### config.mk
export PLATFORM = sky130hd
export DESIGN_NAME = avr_tx_arbiter_flat
export DESIGN_NICKNAME = d
export VERILOG_FILES = /design/src/rtl/avr_tx_pkg.sv /design/src/rtl/avr_tx_arbiter_if.sv /design/src/rtl/uart_tx_serializer.sv /design/src/rtl/avr_tx_arbiter.sv /design/src/flat_wrapper.sv
export SDC_FILE = /design/constraint.sdc
export NUM_CORES = 1
export LEC_CHECK = 0
export BUFFER_PORTS_ARGS = -buffer_cell sky130_fd_sc_hd__buf_2
export CAP_MARGIN = 20
export CORE_MARGIN = 10
export CORE_UTILIZATION = 60
export CTS_CLUSTER_SIZE = 8
export DETAILED_ROUTE_END_ITERATION = 8
export PLACE_DENSITY = 0.84
export SYNTH_ARGS = -nofsm -noshare
export SYNTH_HDL_FRONTEND = slang
export SYNTH_SLANG_ARGS = --single-unit
### constraint.sdc
create_clock -name clk -period 8.5 [get_ports clk]
set_input_delay 1.7 -clock clk [delete_from_list [all_inputs] [get_ports clk]]
set_output_delay 1.7 -clock clk [all_outputs]
set_load 0.01 [all_outputs]
### src/rtl/avr_tx_pkg.sv
// Shared types, constants and the round-robin pick helper for the AVR tx arbiter.
package avr_tx_pkg;

    localparam int unsigned UART_BITS = 8;
    localparam int unsigned MAX_REQ   = 8;
    localparam int unsigned IDX_W     = 3;

    typedef enum logic [1:0] {
        S_IDLE  = 2'd0,
        S_START = 2'd1,
        S_DATA  = 2'd2,
        S_STOP  = 2'd3
    } tx_state_e;

    typedef struct packed {
        logic             found;
        logic [IDX_W-1:0] idx;
    } rr_pick_t;

    // First valid index scanning upward from ptr+1, wrapping modulo n.
    function automatic rr_pick_t rr_next(input logic [MAX_REQ-1:0] valid,
                                         input logic [IDX_W-1:0]   ptr,
                                         input int unsigned        n);
        rr_pick_t    p;
        int unsigned j;
        p.found = 1'b0;
        p.idx   = '0;
        for (int unsigned k = 1; k <= MAX_REQ; k++) begin
            j = 32'(ptr) + k;
            if (j >= n) j = j - n;
            if (k <= n && !p.found && valid[j[IDX_W-1:0]]) begin
                p.found = 1'b1;
                p.idx   = j[IDX_W-1:0];
            end
        end
        return p;
    endfunction

endpackage

### src/rtl/avr_tx_arbiter_if.sv
// Requester bus plus AVR-side serial signals for avr_tx_arbiter.
interface avr_tx_arbiter_if #(
    parameter int unsigned NUM_REQ = 3
);
    import avr_tx_pkg::*;

    logic [NUM_REQ-1:0]   req_valid;
    logic [8*NUM_REQ-1:0] req_data;
    logic [NUM_REQ-1:0]   req_last;
    logic [NUM_REQ-1:0]   req_ready;
    logic                 avr_rx_busy;
    logic                 tx;
    logic [IDX_W-1:0]     grant_id;
    logic                 busy;

    modport master (
        output req_valid, req_data, req_last, avr_rx_busy,
        input  req_ready, tx, grant_id, busy
    );

    modport slave (
        input  req_valid, req_data, req_last, avr_rx_busy,
        output req_ready, tx, grant_id, busy
    );

endinterface

### src/rtl/uart_tx_serializer.sv
// 8N1 UART transmitter, LSB first; owns the baud and bit counters.
module uart_tx_serializer
    import avr_tx_pkg::*;
#(
    parameter int unsigned CLK_PER_BIT = 100
) (
    input  logic       clk,
    input  logic       rst,
    input  logic       load_i,
    input  logic [7:0] data_i,
    output logic       tx_o,
    output logic       busy_o,
    output logic       done_o
);

    localparam int unsigned CNT_W = (CLK_PER_BIT > 1) ? $clog2(CLK_PER_BIT) : 1;
    localparam logic [CNT_W-1:0] LAST_CNT = CNT_W'(CLK_PER_BIT - 1);
    localparam logic [2:0]       LAST_BIT = 3'(UART_BITS - 1);

    tx_state_e        state_q, state_d;
    logic [CNT_W-1:0] cnt_q, cnt_d;
    logic [2:0]       bit_q, bit_d;
    logic [7:0]       shreg_q, shreg_d;
    logic             tx_q, tx_d;
    logic             busy_q, busy_d;
    logic             done_q, done_d;
    logic             baud_wrap_c;

    always_ff @(posedge clk or posedge rst) begin
        if (rst) begin
            state_q <= S_IDLE;
            cnt_q   <= '0;
            bit_q   <= '0;
            shreg_q <= '0;
            tx_q    <= 1'b1;
            busy_q  <= 1'b0;
            done_q  <= 1'b0;
        end else begin
            state_q <= state_d;
            cnt_q   <= cnt_d;
            bit_q   <= bit_d;
            shreg_q <= shreg_d;
            tx_q    <= tx_d;
            busy_q  <= busy_d;
            done_q  <= done_d;
        end
    end

    // tx_d is the value for the state being entered, so tx stays aligned with state_q.
    always_comb begin
        state_d     = state_q;
        cnt_d       = cnt_q;
        bit_d       = bit_q;
        shreg_d     = shreg_q;
        tx_d        = tx_q;
        done_d      = 1'b0;
        baud_wrap_c = (cnt_q == LAST_CNT);

        unique case (state_q)
            S_IDLE: begin
                tx_d  = 1'b1;
                cnt_d = '0;
                bit_d = '0;
                if (load_i) begin
                    shreg_d = data_i;
                    tx_d    = 1'b0;
                    state_d = S_START;
                end
            end
            S_START: begin
                if (baud_wrap_c) begin
                    cnt_d   = '0;
                    tx_d    = shreg_q[0];
                    state_d = S_DATA;
                end else begin
                    cnt_d = cnt_q + CNT_W'(1);
                end
            end
            S_DATA: begin
                if (baud_wrap_c) begin
                    cnt_d = '0;
                    if (bit_q == LAST_BIT) begin
                        bit_d   = '0;
                        tx_d    = 1'b1;
                        state_d = S_STOP;
                    end else begin
                        bit_d   = bit_q + 3'(1);
                        shreg_d = {1'b0, shreg_q[7:1]};
                        tx_d    = shreg_q[1];
                    end
                end else begin
                    cnt_d = cnt_q + CNT_W'(1);
                end
            end
            S_STOP: begin
                if (baud_wrap_c) begin
                    cnt_d   = '0;
                    done_d  = 1'b1;
                    state_d = S_IDLE;
                end else begin
                    cnt_d = cnt_q + CNT_W'(1);
                end
            end
        endcase

        busy_d = (state_d != S_IDLE);
    end

    assign tx_o   = tx_q;
    assign busy_o = busy_q;
    assign done_o = done_q;

endmodule

### src/rtl/avr_tx_arbiter.sv
// Round-robin arbiter sharing the AVR serial line between NUM_REQ byte producers.
// Optional packet lock: define AVR_TX_PKT_LOCK_EN.
module avr_tx_arbiter
    import avr_tx_pkg::*;
#(
    parameter int unsigned NUM_REQ     = 3,
    parameter int unsigned CLK_PER_BIT = 100
) (
    input logic              clk,
    input logic              rst,
    avr_tx_arbiter_if.slave  bus
);

    logic                 busy_meta_q, busy_sync_q;
    logic [IDX_W-1:0]     rr_ptr_q, rr_ptr_d;
    logic [NUM_REQ-1:0]   ready_q, ready_d;
    logic [IDX_W-1:0]     grant_q, grant_d;
    logic [NUM_REQ-1:0]   eligible_c;
    rr_pick_t             pick_c;
    logic                 grant_ok_c;
    logic [7:0]           byte_c;
    logic                 ser_busy;
    logic                 unused_done;

`ifdef AVR_TX_PKT_LOCK_EN
    logic                 lock_q, lock_d;
    logic [IDX_W-1:0]     lock_id_q, lock_id_d;
    logic                 last_c;
`else
    logic                 unused_last_c;
    assign unused_last_c = ^bus.req_last;
`endif

    always_ff @(posedge clk or posedge rst) begin
        if (rst) begin
            busy_meta_q <= 1'b0;
            busy_sync_q <= 1'b0;
            rr_ptr_q    <= IDX_W'(NUM_REQ - 1);
            ready_q     <= '0;
            grant_q     <= '0;
`ifdef AVR_TX_PKT_LOCK_EN
            lock_q      <= 1'b0;
            lock_id_q   <= '0;
`endif
        end else begin
            busy_meta_q <= bus.avr_rx_busy;
            busy_sync_q <= busy_meta_q;
            rr_ptr_q    <= rr_ptr_d;
            ready_q     <= ready_d;
            grant_q     <= grant_d;
`ifdef AVR_TX_PKT_LOCK_EN
            lock_q      <= lock_d;
            lock_id_q   <= lock_id_d;
`endif
        end
    end

    // Arbitration happens only while the serializer is idle and the AVR has room.
    always_comb begin
        rr_ptr_d = rr_ptr_q;
        ready_d  = '0;
        grant_d  = grant_q;
        byte_c   = '0;
`ifdef AVR_TX_PKT_LOCK_EN
        lock_d    = lock_q;
        lock_id_d = lock_id_q;
        last_c    = 1'b0;
        for (int unsigned i = 0; i < NUM_REQ; i++) begin
            eligible_c[i] = bus.req_valid[i] && (!lock_q || lock_id_q == IDX_W'(i));
        end
`else
        eligible_c = bus.req_valid;
`endif
        pick_c     = rr_next(MAX_REQ'(eligible_c), rr_ptr_q, NUM_REQ);
        grant_ok_c = !ser_busy && !busy_sync_q && pick_c.found;

        for (int unsigned i = 0; i < NUM_REQ; i++) begin
            if (pick_c.idx == IDX_W'(i)) begin
                byte_c     = bus.req_data[8*i +: 8];
                ready_d[i] = grant_ok_c;
`ifdef AVR_TX_PKT_LOCK_EN
                last_c     = bus.req_last[i];
`endif
            end
        end

        if (grant_ok_c) begin
            grant_d  = pick_c.idx;
            rr_ptr_d = pick_c.idx;
`ifdef AVR_TX_PKT_LOCK_EN
            lock_d    = !last_c;
            lock_id_d = pick_c.idx;
`endif
        end
    end

    uart_tx_serializer #(
        .CLK_PER_BIT (CLK_PER_BIT)
    ) u_ser (
        .clk    (clk),
        .rst    (rst),
        .load_i (grant_ok_c),
        .data_i (byte_c),
        .tx_o   (bus.tx),
        .busy_o (ser_busy),
        .done_o (unused_done)
    );

    assign bus.req_ready = ready_q;
    assign bus.grant_id  = grant_q;
    assign bus.busy      = ser_busy;

endmodule

### src/flat_wrapper.sv
// flat-port wrapper written by rule: the top's interface ports become plain ports
module avr_tx_arbiter_flat import avr_tx_pkg::*;
#(
    parameter int unsigned NUM_REQ     = 3,
    parameter int unsigned CLK_PER_BIT = 100
)
  (clk, rst, bus_req_valid, bus_req_data, bus_req_last, bus_avr_rx_busy, bus_req_ready, bus_tx, bus_grant_id, bus_busy);
  avr_tx_arbiter_if #(.NUM_REQ(NUM_REQ)) bus_i ();
  input logic clk;
  input logic rst;
  input wire logic [$bits(bus_i.req_valid)-1:0] bus_req_valid;
  input wire logic [$bits(bus_i.req_data)-1:0] bus_req_data;
  input wire logic [$bits(bus_i.req_last)-1:0] bus_req_last;
  input wire logic [$bits(bus_i.avr_rx_busy)-1:0] bus_avr_rx_busy;
  output wire logic [$bits(bus_i.req_ready)-1:0] bus_req_ready;
  output wire logic [$bits(bus_i.tx)-1:0] bus_tx;
  output wire logic [$bits(bus_i.grant_id)-1:0] bus_grant_id;
  output wire logic [$bits(bus_i.busy)-1:0] bus_busy;
  assign bus_i.req_valid = bus_req_valid;
  assign bus_i.req_data = bus_req_data;
  assign bus_i.req_last = bus_req_last;
  assign bus_i.avr_rx_busy = bus_avr_rx_busy;
  assign bus_req_ready = bus_i.req_ready;
  assign bus_tx = bus_i.tx;
  assign bus_grant_id = bus_i.grant_id;
  assign bus_busy = bus_i.busy;
  avr_tx_arbiter #(.NUM_REQ(NUM_REQ), .CLK_PER_BIT(CLK_PER_BIT)) u_core (.clk(clk), .rst(rst), .bus(bus_i));
endmodule
==> impl_metrics.csv <==
group,metric,value,unit
clocking,clock_latency,280,ps
global_routing,grt_pass1_wl,9.33,mm
power_and_ir_drop,leakagePower,1.20,nW
final_layout,synthToLayoutAreaGrowth,10.9,%
setup_path,critPathKind,"reg -> reg",
place,dp_slack,3760,ps
timing,hold_viol,0,
final_layout,final_area,0.00266,mm^2
power_and_ir_drop,clock_power_share,0.389,
place,dp_cells,340,
routing,drt_iter0_drc,167,
routing,drc,0,
final_layout,antenna_cells,0,
synthesis,syn-cell-area,0.00239,mm^2
place,hpwl,4.13,mm
clocking,clk_path_buf_depth,2,
final_layout,post-route-util,0.704,
final_layout,layout.nets,348,
synthesis,yosys-top-cells-area,"dfrtp_1, ha_1, nor2_1",
global_routing,overflow,0,
power_and_ir_drop,power_frac_comb,0.082,
global_routing,antenna_found_initial,0,
synthesis,syn_avg_cell_area,8.96,um^2
clocking,holdBufCountCts,0,
global_routing,grt_max_degree,32,
place,portBuffers,37,
floorplan,die_h,83.2,um
power_and_ir_drop,power_density,105,mW/mm^2
final_layout,drive_gt1_frac,0.210,
floorplan,fp-row-count,22,
final_layout,final_cell_mix,"buf_2, dfrtp_1, nor2_1, nand2_1",
routing,wl_per_cell,15.4,um
floorplan,core_area,0.00377,mm^2
floorplan,floorplan.die_area,0.00692,mm^2
timing,fmax,208,MHz
synthesis,synth_fp_nets,316,
timing,min_period,4820,ps
synthesis,synth-async-reset-ratio,1.00,
timing,timing.final.crit_share,0.567,
power_and_ir_drop,seq_power_share,0.530,
synthesis,yosys_warnings,0,
synthesis,synth_cell_type_count,61,
power_and_ir_drop,peakVddDrop,99.5,uV
run_status,run_status,"completed",
final_layout,mostFrequentLayoutCell,"buf_2",
global_routing,grtUsageTotal,0.155,
routing,drt-pass1-iter-count,4,
final_layout,instances_no_fill,348,
clocking,path_clk_slew,60,ps
floorplan,ios,41,
setup_path,cp-end-kind,"flip-flop",
routing,via_count,2065,
setup_path,crit_required,8640,ps
power_and_ir_drop,internal_power,0.216,mW
floorplan,die_width,83.2,um
routing,ant_nets,0,
timing,maxSlewViolCount,0,
power_and_ir_drop,p_sw,0.0643,mW
clocking,postCtsSetupBuffers,0,
timing,whs,351,ps
clocking,htree_levels,2,
setup_path,crit_path_start_kind,"flip-flop",
worst_hold_path,hold_class,"reg -> reg",
clocking,root_buffer,"clkbuf_8",
timing,fin_setup_tns,0,ps
clocking,cts_tree,"built",
setup_path,crit_fanout,27,
place,gp_congestion,0.882,
synthesis,synthCells,267,
synthesis,synth_flop_cell,"dfrtp_1",
timing,finalSetupViolCount,0,
synthesis,yosysSeqAreaShare,0.325,
global_routing,grt_pass1_vias,2042,
timing,slew_headroom,0.285,
floorplan,start_util,0.635,
synthesis,synth_edf_count,0,
place,place_area,0.00257,mm^2
clocking,cts_num_sinks,31,
power_and_ir_drop,power,0.280,mW
synthesis,synth_top_area_frac,0.303,
synthesis,yosysTopAreaCell,"dfrtp_1",
timing,worst_pin_slew,1060,ps
timing,rsz0062_at_grt,"no",
synthesis,yosys_register_bits,31,
setup_path,cp_data_arrival_time,4960,ps
timing,setup_slack,3680,ps
power_and_ir_drop,sw_frac_of_total,0.230,
timing,skew,5.36,ps
clocking,cts_resized,0,
routing,routed_wl,5.38,mm
flow_run,drv_cap,0,
routing,viasPerCell,5.93,
clocking,cts_made_buffers,5,
## synth_stat cells (all sizes together), types with 6 or more instances
library cell,number
inv,12
nand3,10
nand2,17
dfrtp,29
nor2b,7
a21oi,18
buf,8
a22oi,6
nor3,10
mux2i,8
o21ai,11
nand2b,9
nor2,26
ha,16
## flip-flops by register name (all words and copies together), names as in the netlist
signal                cells
u_core.bus.grant_id       3
u_core.bus.req_ready      3
u_core.busy_meta_q        1
u_core.busy_sync_q        1
u_core.rr_ptr_q           1
u_core.u_ser.bit_q        3
u_core.u_ser.busy_o       1
u_core.u_ser.cnt_q        7
u_core.u_ser.shreg_q      8
u_core.u_ser.state_q      2
u_core.u_ser.tx_o         1
## power by group through the flow
stage / sequential, mW / clock, mW / combinational, mW
2_1_floorplan: 0.151 / 0 / 0.0125
3_3_place_gp: 0.151 / 0 / 0.0224
3_5_place_dp: 0.151 / 0 / 0.0228
4_1_cts: 0.148 / 0.110 / 0.0229
5_1_grt: 0.148 / 0.118 / 0.0256
6_report: 0.148 / 0.109 / 0.0228
## layer usage
metal | GRT usage | share of wire | vias up
li1 | - | - | 1029
met1 | 0.203 | 0.48 | 971
met2 | 0.226 | 0.44 | 59
met3 | 0.0625 | 0.073 | 6
met4 | 0.0446 | 0.011 | 0
met5 | 0 | 0 | -
## worst max-delay path: stages, from the launching register on
cell       delay, ps
dfrtp_1          840
inv_1            380
ha_1             670
mux2_1           390
a32o_1           300
nor3_4           230
o2111ai_2        210
o41ai_2          950
mux2_1           390
mux2i_1          220
a221oi_2          90
## kinds of logic (layout without fill, tap and decap cells)
kind of cell / Yosys count / after routing / share of synthesized area
fa+ha+maj: 16 / 16 / 0.0836
flops: 31 / 31 / 0.325
buf+inv: 25 / 58 / 0.0491
compound gates: 72 / 72 / 0.222
simple gates: 101 / 101 / 0.227
mux: 13 / 13 / 0.0570
xor+xnor: 9 / 9 / 0.0361
## worst paths after layout
kind	depth (start not counted)	endpoint	startpoint	slack, ps
worst min-delay path	0	u_core.busy_sync_q	u_core.busy_meta_q	350
max in group asynchronous	3	u_core.u_ser.tx_o	rst	6690
worst max register to register	10	u_core.u_ser.shreg_q[1]	u_core.bus.grant_id[0]	3680
min in group asynchronous	3	u_core.u_ser.shreg_q[3]	rst	1490
worst max-delay path	10	u_core.u_ser.shreg_q[1]	u_core.bus.grant_id[0]	3680
worst min register to register	0	u_core.busy_sync_q	u_core.busy_meta_q	350
## cell type report
type                       instances  area (um^2)
multi-input combinational        211         1500
clock buffer                       7         76.3
timing repair buffer              38          193
tap                               48         60.1
fill                             294         1120
clock inverter                     1         5.00
sequential                        31          778
inverter                          12         45.0
No activity file was read; power rests on OpenSTA's default activity.
